## src/rtl/alu_arbiter.sv

```systemverilog
// Two-port round-robin arbiter feeding a shared 4-bit ALU, with a registered, ID-tagged response.
// Optional ALU_ARB_ILLEGAL_OP_ERR_EN adds the rsp_err output, which flags opcodes 110/111.
module alu_arbiter (
    input  logic       clk,
    input  logic       rst_n,

    input  logic       req0_valid,
    output logic       req0_ready,
    input  logic [3:0] req0_a,
    input  logic [3:0] req0_b,
    input  logic [2:0] req0_sel,

    input  logic       req1_valid,
    output logic       req1_ready,
    input  logic [3:0] req1_a,
    input  logic [3:0] req1_b,
    input  logic [2:0] req1_sel,

    output logic       rsp_valid,
    input  logic       rsp_ready,
    output logic [3:0] rsp_result,
    output logic       rsp_id
`ifdef ALU_ARB_ILLEGAL_OP_ERR_EN
    ,
    output logic       rsp_err
`endif
);

    typedef enum logic [1:0] {
        StIdle,
        StExec,
        StResp
    } state_e;

    state_e     state_q;
    logic       last_grant_q;
    logic [3:0] op_a_q;
    logic [3:0] op_b_q;
    logic [2:0] op_sel_q;
    logic       op_id_q;

    logic       grant0;
    logic       grant1;

    function automatic logic [3:0] alu_fn(input logic [3:0] a, input logic [3:0] b,
                                          input logic [2:0] sel);
        logic [3:0] res;
        res = 4'b0000;
        case (sel)
            3'b000:  res = a + b;
            3'b001:  res = a - b;
            3'b010:  res = a & b;
            3'b011:  res = a | b;
            3'b100:  res = a ^ b;
            3'b101:  res = {3'b000, (a < b)};
            default: res = 4'b0000;
        endcase
        return res;
    endfunction

    // A lone requester always wins; on contention the one not granted last wins.
    always_comb begin
        grant0 = req0_valid && (!req1_valid || last_grant_q);
        grant1 = req1_valid && (!req0_valid || !last_grant_q);
    end

    assign req0_ready = (state_q == StIdle) && grant0;
    assign req1_ready = (state_q == StIdle) && grant1;

    always_ff @(posedge clk or negedge rst_n) begin
        if (!rst_n) begin
            state_q      <= StIdle;
            last_grant_q <= 1'b1;
            op_a_q       <= 4'd0;
            op_b_q       <= 4'd0;
            op_sel_q     <= 3'd0;
            op_id_q      <= 1'b0;
            rsp_valid    <= 1'b0;
            rsp_result   <= 4'd0;
            rsp_id       <= 1'b0;
`ifdef ALU_ARB_ILLEGAL_OP_ERR_EN
            rsp_err      <= 1'b0;
`endif
        end else begin
            case (state_q)
                StIdle: begin
                    if (req0_ready) begin
                        op_a_q       <= req0_a;
                        op_b_q       <= req0_b;
                        op_sel_q     <= req0_sel;
                        op_id_q      <= 1'b0;
                        last_grant_q <= 1'b0;
                        state_q      <= StExec;
                    end else if (req1_ready) begin
                        op_a_q       <= req1_a;
                        op_b_q       <= req1_b;
                        op_sel_q     <= req1_sel;
                        op_id_q      <= 1'b1;
                        last_grant_q <= 1'b1;
                        state_q      <= StExec;
                    end
                end
                StExec: begin
                    rsp_result <= alu_fn(op_a_q, op_b_q, op_sel_q);
                    rsp_id     <= op_id_q;
`ifdef ALU_ARB_ILLEGAL_OP_ERR_EN
                    rsp_err    <= (op_sel_q[2:1] == 2'b11);
`endif
                    rsp_valid  <= 1'b1;
                    state_q    <= StResp;
                end
                StResp: begin
                    // Response payload is held untouched until the consumer takes it.
                    if (rsp_ready) begin
                        rsp_valid <= 1'b0;
                        state_q   <= StIdle;
                    end
                end
                default: begin
                    rsp_valid <= 1'b0;
                    state_q   <= StIdle;
                end
            endcase
        end
    end

endmodule
```

## config.mk

```make
export PLATFORM = sky130hd
export DESIGN_NAME = alu_arbiter
export DESIGN_NICKNAME = d
export VERILOG_FILES = /design/src/rtl/alu_arbiter.sv
export SDC_FILE = /design/constraint.sdc
export NUM_CORES = 1
export LEC_CHECK = 0
export ABC_AREA = 1
export CAP_MARGIN = 20
export CORE_MARGIN = 2
export CORE_UTILIZATION = 49
export DETAILED_ROUTE_END_ITERATION = 8
export PLACE_DENSITY = 0.79
export RECOVER_POWER = 25
export SYNTH_ARGS = -nofsm -noshare
export SYNTH_HDL_FRONTEND = slang
export SYNTH_SLANG_ARGS = --single-unit
```

## constraint.sdc

```tcl
create_clock -name clk -period 2 [get_ports clk]
set_input_delay 0.2 -clock clk [delete_from_list [all_inputs] [get_ports clk]]
set_output_delay 0.2 -clock clk [all_outputs]
set_load 0.03 [all_outputs]
```

==> flow_summary.toml, run 1 <==
[layout]
area_growth_pct = 24.3
layout-drive-gt1-share_pct = 10.3
final_nets = 266
seqCellArea_um2 = 527
fillCellCount = 233
n_antenna_cell = 0
design_area_um2 = 1820
multiInputGateArea_um2 = 790

[die]
start_util_pct = 52.3
coreArea_um2 = 2810
die_area_um2 = 3450
dieHeight_um = 58.7
ios = 35
dieWidth_um = 58.7
num_rows = 19

[critical_path]
cp_slowest_cell = "dfrtp_1"
cp_max_fo = 4
path_buf_inv = 1
crit_path_cell_trace = "ha_1 > inv_1 > fa_1 > nor2_1 > a21oi_1 > o21ai_0 > nand2_1 > nor3_1 > nor2_1"
worstPathArrival_ns = 1.95
crit_path_end_kind = "flip-flop"
criticalPathCategory = "flip-flop to flip-flop"
r2r_slack_ns = 0.25
cp_data_required_time_ns = 2.20
cpPeakStageDelay_ns = 0.42
path_common_cell = "nor2_1"
start_kind = "flip-flop"
cp_top_family = "adder cells"

[place]
gp_congestion = 0.857
dp_slack_ns = 0.285
place_area_um2 = 1800
io_buffers = 34
hpwl_mm = 2.57

[global_route]
antenna_found_initial = 0
grt_max_degree = 22
grt_pass1_wl_mm = 5.38
grt_overflow = 0
grt_pass1_vias = 1280
grtUsageTotal_pct = 20.0

[sta]
clock-skew-final_ns = 0.000760
rsz0062_at_grt = "false"
fin_tns_setup_ns = 0
slew-limit-headroom_pct = 26.9
fmax_mhz = 571
min_period_ns = 1.75
whs_ns = 0.443
tightest_slew_ns = 1.10
finalHoldViolCount = 0
fin_crit_sh_pct = 87.6
fin_ws_ns = 0.248
maxSlewViolCount = 0
setup_violations = 0

[yosys]
syn_nets = 230
synthFlopType = "dfrtp_1"
ys_seq_elements = 21
syn_inst = 188
async_flop_share_pct = 100
synth_edf_count = 0
synth.distinct_cells = 28
syn_area_per_cell_um2 = 7.81
synth-seq-area-share_pct = 35.9
netlist_area_um2 = 1470
ys.warnings.count = 0

[cts]
numCtsBuffers = 3
htreeDepth = 1
cts-hold-fix-buffers = 0
root_buffer = "clkbuf_4"
post-cts-setup-buffer-count = 0
cts_tree = "done"
clockBufferDepth = 2
cts_sinks = 21
cts_resized = 0
path_clk_slew_ns = 0.11
clock_latency_ns = 0.30

[route]
drt.antenna.violating_nets = 0
vias = 1309
drt_first_pass_iters = 4
drt-total-wl_mm = 3.17
viasPerCell = 5.15
wire_per_inst_um = 12.5
drt-initial-drc-count = 63
drc_errors = 0

[power_and_ir_drop]
p_leak_nw = 0.878
powerDensity_nw_per_um2 = 1560
ir_worst_vdd_v = 0.000746

[outcome]
status = "complete, no violations"

[flow_run]
maxCapViolCount = 0

[min_path]
hold_class = "input pin to flip-flop"
Yosys cell counts, types with 2 or more instances:
| cell | count | area, um^2 |
|---|---|---|
| ha_1 | 13 | 163 |
| o21ai_0 | 17 | 85.1 |
| nor3_1 | 3 | 15.0 |
| a21oi_1 | 13 | 65.1 |
| nor2_1 | 26 | 97.6 |
| fa_1 | 2 | 40.0 |
| nand3_2 | 2 | 20.0 |
| inv_2 | 6 | 22.5 |
| a21oi_2 | 2 | 17.5 |
| buf_6 | 2 | 22.5 |
| dfrtp_1 | 20 | 500 |
| nand3_1 | 6 | 30.0 |
| nand2_1 | 39 | 146 |
| o211ai_1 | 3 | 22.5 |
| inv_1 | 20 | 75.1 |
| nand2_4 | 2 | 22.5 |
sequential cells by signal (all words and copies together), names as in the netlist:
| name | flops |
|---|---|
| last_grant_q | 1 |
| rsp_id | 1 |
| op_id_q | 1 |
| op_a_q | 4 |
| op_b_q | 4 |
| state_q | 2 |
| rsp_valid | 1 |
| rsp_result | 4 |
| op_sel_q | 3 |
stage by stage:
step / util [%] / power, mW / cells
2_1_floorplan: - / 2.17 / 188
3_3_place_gp: 64.2 / 2.57 / 250
3_5_place_dp: 64.2 / 2.64 / 250
4_1_cts: 65.2 / 2.84 / 254
5_1_grt: 65.0 / 3.12 / 254
6_report: 65.0 / 2.84 / 254
final timing paths:
path | start | end | cells after the start
setup reg to reg | op_b_q[0] | rsp_result[2] | 9
hold / removal | req0_a[2] | op_a_q[2] | 3
setup / recovery | op_b_q[0] | rsp_result[2] | 9
max in group asynchronous | rst_n | op_b_q[1] | 2
min in group asynchronous | rst_n | op_id_q | 2
hold reg to reg | rsp_result[3] | rsp_result[3] | 2
layer usage:
metal / vias up / GRT usage, % / routed length, um / share of wire (%)
met1: 600 / 25.2 / 1480 / 47
met5: - / 0 / 0 / 0
li1: 671 / - / - / -
met3: 4 / 2.86 / 136 / 4.3
met2: 34 / 34.6 / 1510 / 48
met4: 0 / 7.47 / 43 / 1.4
where the power goes:
group / total (mW) / internal, mW / switching [mW] / leakage (nW)
Clock: 0.200 / 0.0777 / 0.122 / 0.0150
Combinational: 1.76 / 0.672 / 1.09 / 0.615
Sequential: 0.878 / 0.649 / 0.229 / 0.248
logic make-up after synthesis:
logic type | share of synthesized area, %
simple gates | 25.1
buf+inv | 10.3
compound gates | 14.9
flops | 35.9
fa+ha+maj | 13.8
placed cells by master, fill, tap and decap left out:
master and n:
nand2_1 39, clkdlybuf4s50_1 31, nor2_1 26, inv_1 20
dfrtp_1 20, o21ai_0 17, a21oi_1 13, ha_1 13
inv_2 6, nand3_1 6, nor3_1 3, o211ai_1 3
clkbuf_4 3, nand2_4 2, a21oi_2 2, nand3_2 2
fa_1 2, clkbuf_1 2, buf_4 2, nor2_4 1
o21ai_4 1, inv_4 1, nor2_2 1, or2_2 1
nor4_1 1, o31ai_1 1, nand4_1 1, o21ai_1 1
dlygate4sd3_1 1, dfstp_2 1
final cells by class:
| type | count | share of cell area (%) |
|---|---|---|
| well taps | 31 | 2.13 |
| repair buffers | 35 | 18.6 |
| clock buffers | 4 | 1.44 |
| flip-flops and latches | 21 | 28.9 |
| multi-input cells | 136 | 43.3 |
| inverters | 27 | 5.69 |
worst min-delay path: stages:
cell	delay, ns
clkdlybuf4s50_1	0.39
nand2_1	0.06
a21oi_1	0.06
(Power assumes the default switching activity.)
==> run 2: changes to the inputs <==
- PLACE_DENSITY: 0.79 -> 0.82
- REMOVE_ABC_BUFFERS: unset -> 1
==> run 2 against run 1 <==
Effect of this change: the run now ends with DRC left; cell count is the same; clock-buffer cell count shrank 1; clock skew grew 0.0016 ns; register-to-register slack gained 0.05 ns; global-route usage shrank 1.5 points; wire length shrank 8.5%; critical endpoint unchanged.
==> flow_summary.toml, run 2 (same netlist as run 1, synthesis figures left out) <==
[outcome]
status = "complete, but fails checks"
violations = "DRC"

[cts]
root_buffer = "clkbuf_4"
cts_tree = "done"
cts_sinks = 21
clock_latency_ns = 0.30
cts-hold-fix-buffers = 0
path_clk_slew_ns = 0.12
htreeDepth = 1
post-cts-setup-buffer-count = 0
cts_resized = 0
numCtsBuffers = 3
clockBufferDepth = 2

[route]
drt-initial-drc-count = 50
drt.antenna.violating_nets = 0
wl_met3_um = 118
viasPerCell = 5.07
wl_met2_mm = 1.37
met1_length_mm = 1.40
topRoutingLayerUsed = "met4"
drt-total-wl_mm = 2.90
drt_first_pass_iters = 6
vias = 1287
wire_per_inst_um = 11.4
drc_errors = 1

[power_and_ir_drop]
powerDensity_nw_per_um2 = 1530
p_leak_nw = 0.881
ir_worst_vdd_v = 0.000884

[critical_path]
cp_max_fo = 4
start_kind = "flip-flop"
criticalPathCategory = "flip-flop to flip-flop"
crit_path_end_kind = "flip-flop"
worstPathArrival_ns = 1.91
reg2reg_from = "op_b_q[0]"
crit_start = "op_b_q[0]"
cp_data_required_time_ns = 2.21

[sta]
rsz0062_at_grt = "false"
slew-limit-headroom_pct = 62.1
fmax_mhz = 589
maxSlewViolCount = 0
clock-skew-final_ns = 0.00231
fin_tns_setup_ns = 0
finalHoldViolCount = 0
fin_crit_sh_pct = 84.9
min_period_ns = 1.70
setup_violations = 0
tightest_slew_ns = 0.567

[die]
dieWidth_um = 58.7
start_util_pct = 52.3
ios = 35
coreArea_um2 = 2810
die_area_um2 = 3450
num_rows = 19
dieHeight_um = 58.7

[global_route]
antenna_found_initial = 0
grt_max_degree = 16
grt_overflow = 0
grtUsageTotal_pct = 18.5
grt_pass1_wl_mm = 4.89
grt_pass1_vias = 1143

[layout]
largestRegisters = "op_a_q: 4 flops, op_b_q: 4 flops, rsp_result: 4 flops"
final_cells = 254
final_common_cell = "nand2_1"
multiInputGateArea_um2 = 790
final_nets = 266
n_antenna_cell = 0
fillCellCount = 245
seqCellArea_um2 = 527
area_growth_pct = 24.4
layout-drive-gt1-share_pct = 10.8
final_cell_mix = "nand2_1, clkdlybuf4s50_1, nor2_1"

[place]
hpwl_mm = 2.36
dpl.cell_count = 250
gp_congestion = 0.913
io_buffers = 34

[flow_run]
maxCapViolCount = 0

[min_path]
hold_class = "input pin to asynchronous set/reset pin"
run 2: cell count changes in the layout (fill, tap and decap cells not counted), sizes merged:
cell | previous run | this run
clkbuf | 5 | 4
clkinv | 0 | 1
run 2: power breakdown:
group	leakage, nW	internal (mW)	switching [mW]	total (mW)
Combinational	0.615	0.669	1.06	1.73
Clock	0.0177	0.0746	0.130	0.204
Sequential	0.248	0.649	0.211	0.859
Total	0.881	1.39	1.40	2.79
run 2: layer usage:
metal  vias to the layer above  GRT usage, %
met4                         0          6.82
met1                       578          25.2
li1                        672             -
met5                         -             0
met3                         2          2.64
met2                        35          29.8
run 2: worst paths after layout:
| path | cells past startpoint | endpoint | slack [ns] |
|---|---|---|---|
| min reg2reg | 2 | rsp_result[3] | 0.50 |
| min in group clk | 3 | op_a_q[2] | 0.44 |
| max in group asynchronous | 2 | rsp_valid | 0.88 |
| max | 9 | rsp_result[2] | 0.30 |
| max reg2reg | 9 | rsp_result[2] | 0.30 |
| min | 1 | op_a_q[1] | 0.31 |
run 2: critical path, cell delays in order (launching register included):
cell and delay (ns):
dfrtp_1 0.41, ha_1 0.22, inv_1 0.07, fa_1 0.35, nor2_1 0.14, a21oi_1 0.08
o21ai_0 0.08, nand2_1 0.07, nor3_1 0.14, nor2_1 0.05
run 2: layout make-up:
class	count	share of cell area (%)
well taps	31	2.12
flip-flops and latches	21	28.9
repair buffers	35	18.6
clock buffers	3	1.23
clock inverters	1	0.274
multi-input cells	136	43.2
inverters	27	5.69
run 2: per-stage QoR:
stage | setup WS, ns | cell area, um^2 | power, mW | hold slack [ns] | util (%)
2_1_floorplan | 0.466 | 1420 | 2.10 | -0.0956 | -
3_3_place_gp | 0.340 | 1800 | 2.57 | 0.465 | 64.2
3_5_place_dp | 0.335 | 1800 | 2.59 | 0.469 | 64.2
4_1_cts | 0.313 | 1830 | 2.81 | 0.249 | 65.2
5_1_grt | 0.135 | 1830 | 3.08 | 0.332 | 65.1
6_report | 0.302 | 1830 | 2.79 | 0.315 | 65.1
